[config.mk]
export PLATFORM = sky130hd
export DESIGN_NAME = multicycle_controller
export DESIGN_NICKNAME = d
export VERILOG_FILES = /design/src/rtl/multicycle_controller.sv
export SDC_FILE = /design/constraint.sdc
export NUM_CORES = 1
export LEC_CHECK = 0
export BUFFER_PORTS_ARGS = -buffer_cell sky130_fd_sc_hd__buf_2
export CAP_MARGIN = 10
export CORE_ASPECT_RATIO = 0.9
export CORE_MARGIN = 8
export CORE_UTILIZATION = 40
export CTS_CLUSTER_DIAMETER = 60
export DETAILED_ROUTE_END_ITERATION = 10
export GPL_TIMING_DRIVEN = 0
export HOLD_SLACK_MARGIN = 0.06
export PLACE_DENSITY = 0.69
export SETUP_SLACK_MARGIN = 0.4
export SYNTH_ARGS = -nofsm -noshare
export SYNTH_HDL_FRONTEND = slang
export SYNTH_SLANG_ARGS = --single-unit
[constraint.sdc]
create_clock -name clk -period 4.29 [get_ports clk]
set_input_delay 0.2145 -clock clk [delete_from_list [all_inputs] [get_ports clk]]
set_output_delay 0.2145 -clock clk [all_outputs]
set_load 0.02 [all_outputs]
[src/rtl/multicycle_controller.sv]
`default_nettype none
// ============================================================================
// Module      : multicycle_controller
// Description : Multicycle control FSM for a small ARM-style datapath.
//               Fetches into an instruction register, decodes from that
//               register only, and sequences EXEC / MEM / WB with ready
//               handshakes. Holds the {N,Z,V,C} flag register.
// Revision    : 1.0 - initial release
// ============================================================================
module multicycle_controller (
    input  logic        clk,
    input  logic        reset,
    input  logic [31:0] instruction,
    input  logic        imem_ready,
    input  logic        dmem_ready,
    input  logic        zero,
    input  logic        negative,
    input  logic        overflow,
    input  logic        carry_out,
    output logic        IRWrite,
    output logic        PCWrite,
    output logic        UncondBr,
    output logic        BrTaken,
    output logic        Reg2Loc,
    output logic        RegWrite,
    output logic        MemRead,
    output logic        MemWrite,
    output logic        MemToReg,
    output logic        ALUSrc,
    output logic        weFlags,
    output logic [2:0]  ALUOp,
    output logic [3:0]  flags,
    output logic        Illegal,
    output logic        InstrDone,
    output logic [2:0]  state
);

    typedef enum logic [2:0] {
        FETCH  = 3'b000,
        DECODE = 3'b001,
        EXEC   = 3'b010,
        MEM    = 3'b011,
        WB     = 3'b100
    } state_t;

    state_t      r_state;
    state_t      w_next;
    logic [31:0] r_ir;
    logic [3:0]  r_flags;

    // Opcode decode, always from the latched instruction register
    logic w_addi, w_adds, w_and, w_b, w_blt, w_cbz, w_eor;
    logic w_ldur, w_lsr, w_stur, w_subs, w_legal;

    assign w_addi  = (r_ir[31:22] == 10'b1001000100);
    assign w_adds  = (r_ir[31:21] == 11'b10101011000);
    assign w_and   = (r_ir[31:21] == 11'b10001010000);
    assign w_b     = (r_ir[31:26] == 6'b000101);
    assign w_blt   = (r_ir[31:24] == 8'b01010100) && (r_ir[4:0] == 5'b01011);
    assign w_cbz   = (r_ir[31:24] == 8'b10110100);
    assign w_eor   = (r_ir[31:21] == 11'b11001010000);
    assign w_ldur  = (r_ir[31:21] == 11'b11111000010);
    assign w_lsr   = (r_ir[31:22] == 10'b1101001101);
    assign w_stur  = (r_ir[31:21] == 11'b11111000000);
    assign w_subs  = (r_ir[31:21] == 11'b11101011000);
    assign w_legal = w_addi | w_adds | w_and | w_b | w_blt | w_cbz | w_eor |
                     w_ldur | w_lsr | w_stur | w_subs;

    // Ungated control values; reset masks them at the ports
    logic       w_irwrite, w_pcwrite, w_uncondbr, w_brtaken, w_reg2loc;
    logic       w_regwrite, w_memread, w_memwrite, w_memtoreg, w_alusrc;
    logic       w_weflags, w_illegal, w_done;
    logic [2:0] w_aluop;

    // State, instruction register and flag register; reset aborts any access
    always_ff @(posedge clk) begin
        if (!reset) begin
            r_state <= FETCH;
            r_ir    <= 32'h0;
            r_flags <= 4'b0000;
        end else begin
            r_state <= w_next;
            if (r_state == FETCH && imem_ready)
                r_ir <= instruction;
            if (w_weflags)
                r_flags <= {negative, zero, overflow, carry_out};
        end
    end

    // Next-state and per-state control decode
    always_comb begin
        w_next     = FETCH;
        w_irwrite  = 1'b0;
        w_pcwrite  = 1'b0;
        w_uncondbr = 1'b0;
        w_brtaken  = 1'b0;
        w_reg2loc  = 1'b0;
        w_regwrite = 1'b0;
        w_memread  = 1'b0;
        w_memwrite = 1'b0;
        w_memtoreg = 1'b0;
        w_alusrc   = 1'b0;
        w_weflags  = 1'b0;
        w_illegal  = 1'b0;
        w_done     = 1'b0;
        w_aluop    = 3'b000;
        case (r_state)
            FETCH: begin
                w_irwrite = imem_ready;
                w_next    = imem_ready ? DECODE : FETCH;
            end
            DECODE: begin
                w_reg2loc = ~(w_cbz | w_stur);
                if (w_legal) begin
                    w_next = EXEC;
                end else begin
                    w_illegal = 1'b1;
                    w_pcwrite = 1'b1;
                    w_done    = 1'b1;
                    w_next    = FETCH;
                end
            end
            EXEC: begin
                if (w_b || w_blt || w_cbz) begin
                    w_pcwrite = 1'b1;
                    w_done    = 1'b1;
                    w_next    = FETCH;
                    if (w_b) begin
                        w_uncondbr = 1'b1;
                        w_brtaken  = 1'b1;
                    end else if (w_blt) begin
                        // Signed less-than uses the stored flags, not the live ALU
                        w_brtaken = r_flags[3] ^ r_flags[1];
                    end else begin
                        w_brtaken = zero;
                    end
                end else if (w_ldur || w_stur) begin
                    w_aluop  = 3'b010;
                    w_alusrc = 1'b1;
                    w_next   = MEM;
                end else begin
                    w_next = WB;
                    if (w_addi) begin
                        w_aluop  = 3'b010;
                        w_alusrc = 1'b1;
                    end else if (w_adds) begin
                        w_aluop   = 3'b010;
                        w_weflags = 1'b1;
                    end else if (w_subs) begin
                        w_aluop   = 3'b011;
                        w_weflags = 1'b1;
                    end else if (w_and) begin
                        w_aluop = 3'b100;
                    end else if (w_eor) begin
                        w_aluop = 3'b110;
                    end else begin
                        w_aluop = 3'b001;
                    end
                end
            end
            MEM: begin
                w_aluop    = 3'b010;
                w_alusrc   = 1'b1;
                w_memread  = w_ldur;
                w_memwrite = w_stur;
                if (dmem_ready) begin
                    w_next    = w_ldur ? WB : FETCH;
                    w_pcwrite = w_stur;
                    w_done    = w_stur;
                end else begin
                    w_next = MEM;
                end
            end
            WB: begin
                w_regwrite = 1'b1;
                w_pcwrite  = 1'b1;
                w_done     = 1'b1;
                w_memtoreg = w_ldur;
                w_next     = FETCH;
            end
            default: begin
                w_next = FETCH;
            end
        endcase
    end

    assign IRWrite   = reset & w_irwrite;
    assign PCWrite   = reset & w_pcwrite;
    assign UncondBr  = reset & w_uncondbr;
    assign BrTaken   = reset & w_brtaken;
    assign Reg2Loc   = reset & w_reg2loc;
    assign RegWrite  = reset & w_regwrite;
    assign MemRead   = reset & w_memread;
    assign MemWrite  = reset & w_memwrite;
    assign MemToReg  = reset & w_memtoreg;
    assign ALUSrc    = reset & w_alusrc;
    assign weFlags   = reset & w_weflags;
    assign Illegal   = reset & w_illegal;
    assign InstrDone = reset & w_done;
    assign ALUOp     = reset ? w_aluop : 3'b000;
    assign flags     = r_flags;
    assign state     = r_state;

endmodule
`default_nettype wire

Word-level counts from Yosys, hierarchy flattened:

Cells that the tools add are included.

* order comparisons: 0
* divide/modulo/power cells: 0
* reductions and logical operators: 6
* shift-type cells: 0
* equal/unequal tests: 16
* multipliers: 0
* multiplexer cells: 44
* add/sub/neg operators: 0
* bitwise operators: 25

Operator list (count)
* == test 11 bit (second input constant): 6
* 2-to-1 mux 3 bit: 12
* 2-to-1 mux 1 bit: 27
* == test 10 bit (second input constant): 2
* bitwise AND 1 bit: 12
* one-hot mux 3 bit (4 select lines): 1
* bitwise OR 1 bit: 11
* == test 8 x 7 -> 1 bit (second input constant): 1
* == test 8 bit (second input constant): 1
* == test 3 x 2 -> 1 bit (second input constant): 2
* == test 6 x 3 -> 1 bit (second input constant): 1
* one-hot mux 3 bit (2 select lines): 1
* == test 5 x 4 -> 1 bit (second input constant): 1
* one-hot mux 1 bit (4 select lines): 1
* == test 3 x 1 -> 1 bit (second input constant): 1
* == test 3 bit (second input constant): 1
* logical NOT 3 bit: 1
* logical OR 1 bit: 3
* logical AND 1 bit: 2
* 2-to-1 mux 2 bit: 1
* one-hot mux 1 bit (2 select lines): 1
* NOT 1 bit: 1
* XOR 1 bit: 1

* memories: 0
* input bits: 40
* memory bits (writable): 0
* bits in latches: 0
* logic and storage cells: 94
* register bits after elaboration: 39
* bits in read-only memories: 0
* output and inout port bits: 23

Depth between registers and ports, before layout:

Gate-level depths: netlist of the first run.

* depth in word-level cells: 14
* gate-level depth with buffers: 7
* depth with buffers taken out: 5

Least setup slack after synthesis of the first run:

Ideal clock, no wire load.

* kind: register to output
* from: reg r_state[0] (netlist: state[0])
* to: out PCWrite
* slack: 1.944 ns
* path buffers: 2
* required time: 4.076 ns
* stages on the path, launching flop included: 7
* arrival time: 2.132 ns
* path through: dfxtp_1 -> clkbuf_1 -> nand2_1 -> nor3_1 -> a221oi_1 -> o31ai_1 -> buf_4

* cells in the longest elaborated chain, start to end: 3
* elaborated cells on any way between the ends: 6
* those cells by class: 4 x eq/ne; 1 x mux; 1 x bitwise

Ends and longest elaborated chain
* start: declaration: RTL line 46 `state_t r_state;`
* start signal: assignment: RTL line 82 `r_state <= w_next;`
* == test 3 bit, or another cell as far along
* one-hot mux 1 bit (4 select lines) *
* bitwise AND 1 bit *
* end: declaration: RTL line 21 `output logic PCWrite,`

Every way passes the cells marked *; elsewhere a longest branch is shown, timed or not.

Worst setup path in the final report of the first run:

* from: reg r_ir[30]
* to: out PCWrite

* cells in the longest elaborated chain, start to end: 14
* elaborated cells on any way between the ends: 29
* those cells by class: 11 x eq/ne; 4 x mux; 11 x bitwise; 3 x reduce/logical

Ends and longest elaborated chain
* start: declaration: RTL line 48 `logic [31:0] r_ir;`
* start signal: assignment: RTL line 84 `r_ir <= instruction;`
* == test 11 bit or == test 10 bit (tied branches): RTL line 56, 55
* bitwise OR 1 bit (7 in a row): RTL line 66 `assign w_legal = w_addi | w_adds | w_and | w_b | w_blt | w_cbz | w_eor |`
* bitwise OR 1 bit (3 in a row): RTL line 67 `w_ldur | w_lsr | w_stur | w_subs;`
* 2-to-1 mux 1 bit: RTL line 114 `if (w_legal) begin`
* one-hot mux 1 bit (4 select lines) *: RTL line 107 `case (r_state)`
* bitwise AND 1 bit *: RTL line 188 `assign PCWrite = reset & w_pcwrite;`

Marked as above.

==> run summary, run 1 <==
CTS
• count of instances resized after the clock tree is built: 0
• Clock H-tree levels: 1
• CTS Buffer Depth: 2
• buffer cell driving the clock tree root: clkbuf_8
• sinks on the clock net: 23
• CTS tree: done
• count of hold buffers inserted by post-cts repair: 0
• Worst-Skew Late Latency: 0.27 ns
• number of post-CTS setup repair buffers: 0
• CTS clock-pin slew for the worst setup and hold paths: 0.08 ns
• number of CTS-inserted buffers: 3

Floorplan
• die outline area: 0.00556 mm²
• x dimension of the die: 77.7 µm
• starting density of the core: 41.2%
• core region area: 0.00333 mm²
• Die Span Y: 71.5 µm
• total I/O pin count: 63
• # rows: 20

Power
• Psw: 0.113 mW
• internal power summed over all cells: 0.317 mW
• switching power as a share of total power: 26.3%
• sequential cell fraction of total power: 53.6%
• Comb pwr share: 15.4%
• power per unit of standard cell area: 252 mW/mm²
• Leak Pwr: 0.770 nW
• Clock power frac: 31.0%
• maximum VDD drop: 0.000218 V

Placement
• post-placement setup slack: 2.17 ns
• Buffers on Ports: 46
• routability congestion estimate from global placement: 0.819
• total cell area at the placement stage: 0.00166 mm²
• dpl hpwl: 2.72 mm

Min path
• worst hold path stage count: 3
• hold crit path type: in -> reg
• start point of the worst hold path: instruction[1]

STA
• Hold Vio Cnt, Final: 0
• number of failing setup endpoints in the final timing report: 0
• achievable frequency: 415 MHz
• summed negative setup slack over all endpoints: 0 ns
• min cycle time layout: 2.41 ns
• max_slew headroom: 52.4%
• RSZ-0062 raised after global routing: no
• Min Hold Slack: 0.189 ns
• Worst Max-Slew Pin Slew: 0.711 ns
• Final period util: 56.1%
• Final Max Tran Viols: 0
• setup slack of the critical path after layout: 1.88 ns
• Final Skew: 0.00474 ns

Critical path
• worst-path fanout max: 10
• type of the worst setup path: reg -> out
• CP Launch Type: flip-flop
• Reg2Reg Depth: 6
• crit path launch: r_ir[30]
• nature of the critical path endpoint: output port
• arrival time reported for the critical path endpoint: 2.19 ns
• Worst EP required: 4.08 ns
• launch point of the worst reg-to-reg path: r_ir[21]

Synth
• warning count from the yosys run: 0
• gate count of the mapped netlist: 169
• Post-Synthesis Mean Instance Area: 8.11 µm²
• most frequent cells after synthesis: nand2_1 (37), dfxtp_1 (23), a21boi_0 (16)
• most used flip-flop cell after synthesis: dfxtp_1
• most area-consuming cells after synthesis: dfxtp_1 (34%), nand2_1 (10%), a21boi_0 (8.8%)
• Yosys top cell area share: 33.6%
• post-synth net total: 209
• FF+latch count, synth: 23
• most common cell in the synthesized netlist: nand2_1
• number of enable flip-flop cells after synthesis: 0
• Syn Std Cell Area: 0.00137 mm²
• share of async-settable or async-resettable flops after synthesis: 0%
• cell accounting for the most synthesized area: dfxtp_1
• post-synth cell types: 42
• sequential fraction of the synthesis area: 33.6%

Global routing
• GRT Max-Usage Layer: met2
• met3 track demand over resource in global routing: 5.50%
• pin count of the biggest net entering global routing: 14
• global-route wire length before repair: 5.68 mm
• number of antenna violations at the first check in global routing: 0
• overflow left after global routing: 0
• number of global-route vias before repair: 1265
• met2 track utilization from global routing: 18.4%
• total routing usage reported by global routing: 12.0%
• Global Route met1 Usage: 15.1%

Detailed routing
• drc violations: 0
• Final Routed Wirelength: 3.35 mm
• post-DR vias/cell: 5.03
• post-route ant nets: 0
• via count: 1324
• Pre-antenna DRT Iters: 4
• DRC marker count from the first detailed-route iteration: 26
• WL/cell: 12.8 µm

Cells and area
• ratio of cells with drive above 1 in the final layout: 30.6%
• antenna diode instance count: 0
• NumNets Final: 260
• Final Instance Area: 0.00170 mm²
• Fillers: 355
• area growth from synthesis to layout: 24.2%

Status
• result of the run: complete, no violations

Run
• Max Cap Viol: 0

## registers in the layout, indices dropped and copies added, names as in the netlist
signal,count
state,3
r_ir,16
flags,4
## worst paths after layout
check | endpoint | slack [ns]
max reg2reg | flags[1] | 2.54
max | PCWrite | 1.88
min reg2reg | r_ir[2] | 0.47
min | r_ir[1] | 0.19
## cell type report
type | instances | area, µm² | area share (%)
clock inverter | 1 | 5.00 | 0.294
buffer | 11 | 57.6 | 3.38
timing repair buffer | 46 | 230 | 13.5
tap | 44 | 55.1 | 3.23
clock buffer | 3 | 41.3 | 2.42
sequential | 23 | 460 | 27.0
multi-input combinational | 135 | 853 | 50.1
## worst max-delay path, stage by stage (launching register included)
cell,delay [ns]
dfxtp_1,0.33
clkbuf_1,0.32
nor3_1,0.11
nand4_1,0.12
o21ai_0,0.15
or2_1,0.27
o31ai_1,0.32
buf_4,0.16
buf_2,0.15
## cell families (layout without fill, tap and decap cells)
group | Yosys count | count (layout) | share of synthesized area (%)
AND/OR/NAND/NOR | 102 | 102 | 43.5
AO/OA/AOI/OAI | 27 | 27 | 14.4
flip-flops | 23 | 23 | 33.6
buffers and inverters | 11 | 61 | 4.20
multiplexers | 5 | 5 | 3.65
XOR/XNOR | 1 | 1 | 0.639
## power groups by stage
stage / sequential, mW / clock (mW) / combinational [mW]
2_1_floorplan: 0.234 / 0 / 0.0435
3_3_place_gp: 0.235 / 0 / 0.0659
3_5_place_dp: 0.235 / 0 / 0.0664
4_1_cts: 0.230 / 0.139 / 0.0665
5_1_grt: 0.232 / 0.152 / 0.0742
6_report: 0.231 / 0.133 / 0.0660
## per-stage QoR
stage	cells	total power, mW	util [%]
2_1_floorplan	169	0.278	-
3_3_place_gp	259	0.301	49.8
3_5_place_dp	259	0.302	49.8
4_1_cts	263	0.436	51.2
5_1_grt	263	0.459	51.2
6_report	263	0.430	51.2
## metal layers
layer	wire, µm	up-vias	share of wire (%)
met4	17	0	0.51
met1	1660	578	49
met3	298	3	8.9
met5	0	-	0
li1	-	701	-
met2	1380	42	41
## placed cells by master, fill, tap and decap left out, types with 2 or more instances in the layout
cell / Yosys / final
nor2_1: 14 / 14
mux2i_1: 5 / 5
dfxtp_1: 23 / 23
or3_1: 2 / 2
nand3b_1: 3 / 3
a21boi_0: 16 / 16
nor3_1: 5 / 5
clkbuf_1: 5 / 5
clkbuf_8: 0 / 3
and3_1: 3 / 3
nand2_1: 37 / 37
nor3b_1: 3 / 3
a21oi_1: 4 / 4
nand4_1: 7 / 7
nor3_2: 2 / 2
nor4_1: 3 / 3
nor2b_1: 7 / 7
buf_2: 4 / 50
nor4bb_1: 2 / 2
Power figures use the tool's default switching activity.
==> run 2, diff against run 1 <==
PLACE_DENSITY = 0.72   (was 0.69)
clock period = 2.1 ns   (was 4.29 ns; I/O delays follow)
==> run summary, run 2 (same netlist as run 1, synthesis figures left out) <==
Status
• result of the run: finished, violations left
• violated checks: setup timing

Cells and area
• Fillers: 272
• antenna diode instance count: 0
• ratio of cells with drive above 1 in the final layout: 51.0%
• post-layout instance count excluding filler cells: 287
• Most flops, register: r_ir
• most common cell after layout, fill and taps aside: nand2_1
• Final Instance Area: 0.00215 mm²
• NumNets Final: 284
• commonest cells after routing, fill and taps aside: nand2_1 (36), buf_2 (35), buf_4 (30)
• Largest register FFs: 16
• area growth from synthesis to layout: 57.0%

Floorplan
• # rows: 20
• die outline area: 0.00556 mm²
• starting density of the core: 41.2%
• Die Span Y: 71.5 µm
• total I/O pin count: 63
• x dimension of the die: 77.7 µm
• core region area: 0.00333 mm²

Global routing
• overflow left after global routing: 0
• global-route wire length before repair: 6.31 mm
• pin count of the biggest net entering global routing: 13
• number of global-route vias before repair: 1346
• total routing usage reported by global routing: 13.5%
• number of antenna violations at the first check in global routing: 0

Power
• maximum VDD drop: 0.000251 V
• Leak Pwr: 0.958 nW
• power per unit of standard cell area: 435 mW/mm²

CTS
• Clock H-tree levels: 1
• sinks on the clock net: 23
• CTS tree: done
• CTS clock-pin slew for the worst setup and hold paths: 0.08 ns
• CTS Buffer Depth: 2
• number of CTS-inserted buffers: 3
• Worst-Skew Late Latency: 0.26 ns
• buffer cell driving the clock tree root: clkbuf_8
• count of hold buffers inserted by post-cts repair: 0

Critical path
• nature of the critical path endpoint: output port
• crit path launch: r_ir[29]
• CP Launch Type: flip-flop
• arrival time reported for the critical path endpoint: 2.00 ns
• type of the worst setup path: reg -> out
• worst-path fanout max: 6
• Worst EP required: 2.00 ns
• launch point of the worst reg-to-reg path: r_ir[21]

Detailed routing
• WL/cell: 14.9 µm
• Pre-antenna DRT Iters: 4
• post-DR vias/cell: 5.34
• DRC marker count from the first detailed-route iteration: 83
• drc violations: 0
• post-route ant nets: 0
• via count: 1533
• Final Routed Wirelength: 4.28 mm

Placement
• post-placement setup slack: 0.128 ns
• dpl hpwl: 2.87 mm
• total cell area at the placement stage: 0.00172 mm²
• Buffers on Ports: 46
• cell count after placement: 259
• routability congestion estimate from global placement: 0.822

STA
• Final Max Tran Viols: 0
• achievable frequency: 475 MHz
• Min Hold Slack: 0.0729 ns
• setup slack of the critical path after layout: -0.00590 ns
• Final Skew: 0.00147 ns
• min cycle time layout: 2.11 ns
• RSZ-0062 raised after global routing: yes
• number of failing setup endpoints in the final timing report: 2
• Worst Max-Slew Pin Slew: 0.395 ns
• Final period util: 100%
• max_slew headroom: 73.6%
• Hold Vio Cnt, Final: 0

Min path
• start point of the worst hold path: instruction[23]
• hold crit path type: in -> reg

Run
• Max Cap Viol: 0

==> run 2: cell count changes in the layout (fill, tap and decap cells not counted), moves of 6 or more <==
cell,delta
dfxtp_2,+6
buf_6,+10
dfxtp_1,-9
buf_2,-15
buf_4,+29
==> run 2: timing repair <==
action / in CTS / in global routing
setup buffers: 11 / 13
endpoints found under the hold margin: 0 / 0
endpoints found under the setup margin: 29 / 25
gates resized for setup: 33 / 31
pin swaps: 12 / 14
==> run 2: worst paths after layout <==
| kind | end | slack (ns) | cells after the start |
|---|---|---|---|
| worst min register to register | r_ir[3] | 0.47 | 2 |
| worst min-delay path | r_ir[23] | 0.07 | 3 |
| worst max-delay path | PCWrite | -0.006 | 9 |
| worst max register to register | flags[3] | 0.33 | 6 |
==> run 2: critical path: stages (launching register included) <==
cell and delay, ns:
dfxtp_2 0.32, buf_6 0.12, nor4_4 0.23, nand4_1 0.18, buf_4 0.19, a21oi_4 0.20, or2_4 0.18, o31ai_4 0.06
buf_6 0.13, buf_6 0.12
==> run 2: layout make-up <==
class / instances / area (µm²) / area share (%)
clock buffer: 4 / 45.0 / 2.09
buffer: 11 / 86.3 / 4.01
multi-input combinational: 135 / 1030 / 47.7
timing repair buffer: 70 / 460 / 21.4
sequential: 23 / 479 / 22.3
tap: 44 / 55.1 / 2.56
==> run 2: per-stage QoR <==
stage / util (%) / TNS, ns / total power [mW]
2_1_floorplan: - / 0 / 0.573
3_3_place_gp: 51.5 / 0 / 0.620
3_5_place_dp: 51.5 / 0 / 0.624
4_1_cts: 58.7 / 0 / 0.917
5_1_grt: 64.7 / -0.428 / 0.982
6_report: 64.7 / -0.0102 / 0.937
==> run 2: routing by layer <==
layer	wire [µm]	track usage [%]	vias up
met1	1710	16.1	722
met3	303	4.25	13
li1	-	-	750
met4	118	6.28	0
met2	2150	21.4	48
met5	0	0	-
==> run 2: report_power, final <==
| group | internal (mW) | switching (mW) | leakage [nW] |
|---|---|---|---|
| sequential | 0.453 | 0.0193 | 0.193 |
| clock | 0.135 | 0.139 | 0.0228 |
| combinational | 0.0956 | 0.0948 | 0.742 |
==> run 3, diff against run 2 <==
SETUP_SLACK_MARGIN = 0.1   (was 0.4)
==> run summary, run 3 (same netlist as run 1, synthesis figures left out) <==
Detailed routing
• post-route ant nets: 0
• Final Routed Wirelength: 3.91 mm
• via count: 1468
• Pre-antenna DRT Iters: 4
• drc violations: 0
• WL/cell: 14.2 µm
• post-DR vias/cell: 5.32
• DRC marker count from the first detailed-route iteration: 62

CTS
• count of hold buffers inserted by post-cts repair: 0
• buffer cell driving the clock tree root: clkbuf_8
• number of CTS-inserted buffers: 3
• Worst-Skew Late Latency: 0.27 ns
• Clock H-tree levels: 1
• CTS Buffer Depth: 2
• sinks on the clock net: 23
• CTS tree: done
• CTS clock-pin slew for the worst setup and hold paths: 0.08 ns

Critical path
• most numerous cell on the critical path: buf_6
• Slowest-stage cell, CP: nor4bb_1
• cell-by-cell listing of the critical path: buf_6 > nor4bb_1 > nand4_1 > o21ai_2 > or2_1 > o31ai_2 > buf_4 > buf_6
• worst-path fanout max: 8
• minimum setup slack among reg-to-reg paths: 0.32 ns
• type of the worst setup path: reg -> out
• delay of the slowest cell on the worst path: 0.36 ns
• Worst EP required: 2.00 ns
• nature of the critical path endpoint: output port
• CP Launch Type: flip-flop
• arrival time reported for the critical path endpoint: 2.00 ns

Floorplan
• die outline area: 0.00556 mm²
• Die Span Y: 71.5 µm
• total I/O pin count: 63
• core region area: 0.00333 mm²
• # rows: 20
• x dimension of the die: 77.7 µm
• starting density of the core: 41.2%

Cells and area
• Most flops, register: r_ir
• antenna diode instance count: 0
• NumNets Final: 273
• Largest register FFs: 16
• Fillers: 311
• area growth from synthesis to layout: 42.1%
• utilization of the core after routing: 58.5%
• commonest cells after routing, fill and taps aside: buf_2 (41), nand2_1 (36), buf_4 (17), dfxtp_1 (17), a21boi_0 (16)
• most common cell after layout, fill and taps aside: buf_2
• ratio of cells with drive above 1 in the final layout: 42.2%

STA
• achievable frequency: 475 MHz
• setup slack of the critical path after layout: -0.00358 ns
• Final Max Tran Viols: 0
• Hold Vio Cnt, Final: 0
• Worst Max-Slew Pin Slew: 0.386 ns
• Final Skew: 0.00462 ns
• Min Hold Slack: 0.0676 ns
• RSZ-0062 raised after global routing: yes
• Final period util: 100%
• max_slew headroom: 74.3%
• number of failing setup endpoints in the final timing report: 1
• min cycle time layout: 2.10 ns

Global routing
• pin count of the biggest net entering global routing: 14
• number of antenna violations at the first check in global routing: 0
• total routing usage reported by global routing: 13.0%
• number of global-route vias before repair: 1405
• global-route wire length before repair: 6.04 mm
• overflow left after global routing: 0

Placement
• routability congestion estimate from global placement: 0.856
• dpl hpwl: 2.80 mm
• Buffers on Ports: 46

Min path
• hold crit path type: in -> reg

Power
• overall power after layout: 0.925 mW
• Leak Pwr: 0.884 nW
• power per unit of standard cell area: 475 mW/mm²
• maximum VDD drop: 0.000257 V

Status
• result of the run: finished, violations left
• violated checks: setup timing

Run
• Max Cap Viol: 0

[run 3: changes by cell type in the layout (fill, tap and decap cells not counted), moves of 3 or more]
cell     before  now
buf_2        35   41
buf_4        30   17
buf_6        11    7
dfxtp_1      14   17
[run 3: worst paths after layout]
| check | from | end | cells past startpoint |
|---|---|---|---|
| setup / recovery | r_ir[29] | PCWrite | 8 |
| hold / removal | instruction[31] | r_ir[31] | 3 |
| setup reg to reg | r_ir[23] | flags[3] | 7 |
| hold reg to reg | r_ir[3] | r_ir[3] | 2 |
[run 3: report_power, final]
part / internal, mW / leakage [nW] / switching (mW) / total, mW
clock: 0.133 / 0.0255 / 0.147 / 0.280
combinational: 0.0858 / 0.668 / 0.0853 / 0.171
sequential: 0.455 / 0.191 / 0.0190 / 0.474
[run 3: worst max-delay path, delay by kind of cell, from the launching register on]
family          cells  cell delay (ns)
simple gates        3             0.77
buf+inv             3             0.40
compound gates      2             0.23
flops               1             0.32
[run 3: metrics by stage]
stage | TNS [ns] | setup slack, ns | cell area, µm² | std cells
final | -0.00358 | -0.00358 | 1950 | 276
after global routing | -0.284 | -0.113 | 1950 | 276
after CTS | 0 | 0.00547 | 1820 | 268
after detailed placement | 0 | 0.117 | 1670 | 259
after global placement | 0 | 0.165 | 1670 | 259
after floorplan | 0 | 0.146 | 1380 | 169
[run 3: timing repair]
action	4_1_cts	5_1_grt
gates cloned	0	0
setup endpoints to repair	6	12
buffers inserted	5	8
pin swaps	8	13
hold endpoints to repair	0	0
gates resized for setup	22	19
[run 3: routing by layer]
metal | vias up | GRT usage [%] | share of wire (%)
met5 | - | 0 | 0
met4 | 0 | 6.07 | 1.6
met3 | 7 | 4.88 | 8.5
met2 | 59 | 20.4 | 47
met1 | 676 | 15.2 | 43
li1 | 726 | - | -
[run 3: cell type report]
| cell class | instances | area [µm²] | share of cell area, % |
|---|---|---|---|
| repair buffers | 59 | 354 | 18.2 |
| multi-input cells | 135 | 938 | 48.2 |
| plain buffers | 11 | 81.3 | 4.17 |
| clock buffers | 3 | 41.3 | 2.12 |
| clock inverters | 1 | 5.00 | 0.257 |
| well taps | 44 | 55.1 | 2.83 |
| flip-flops and latches | 23 | 473 | 24.3 |
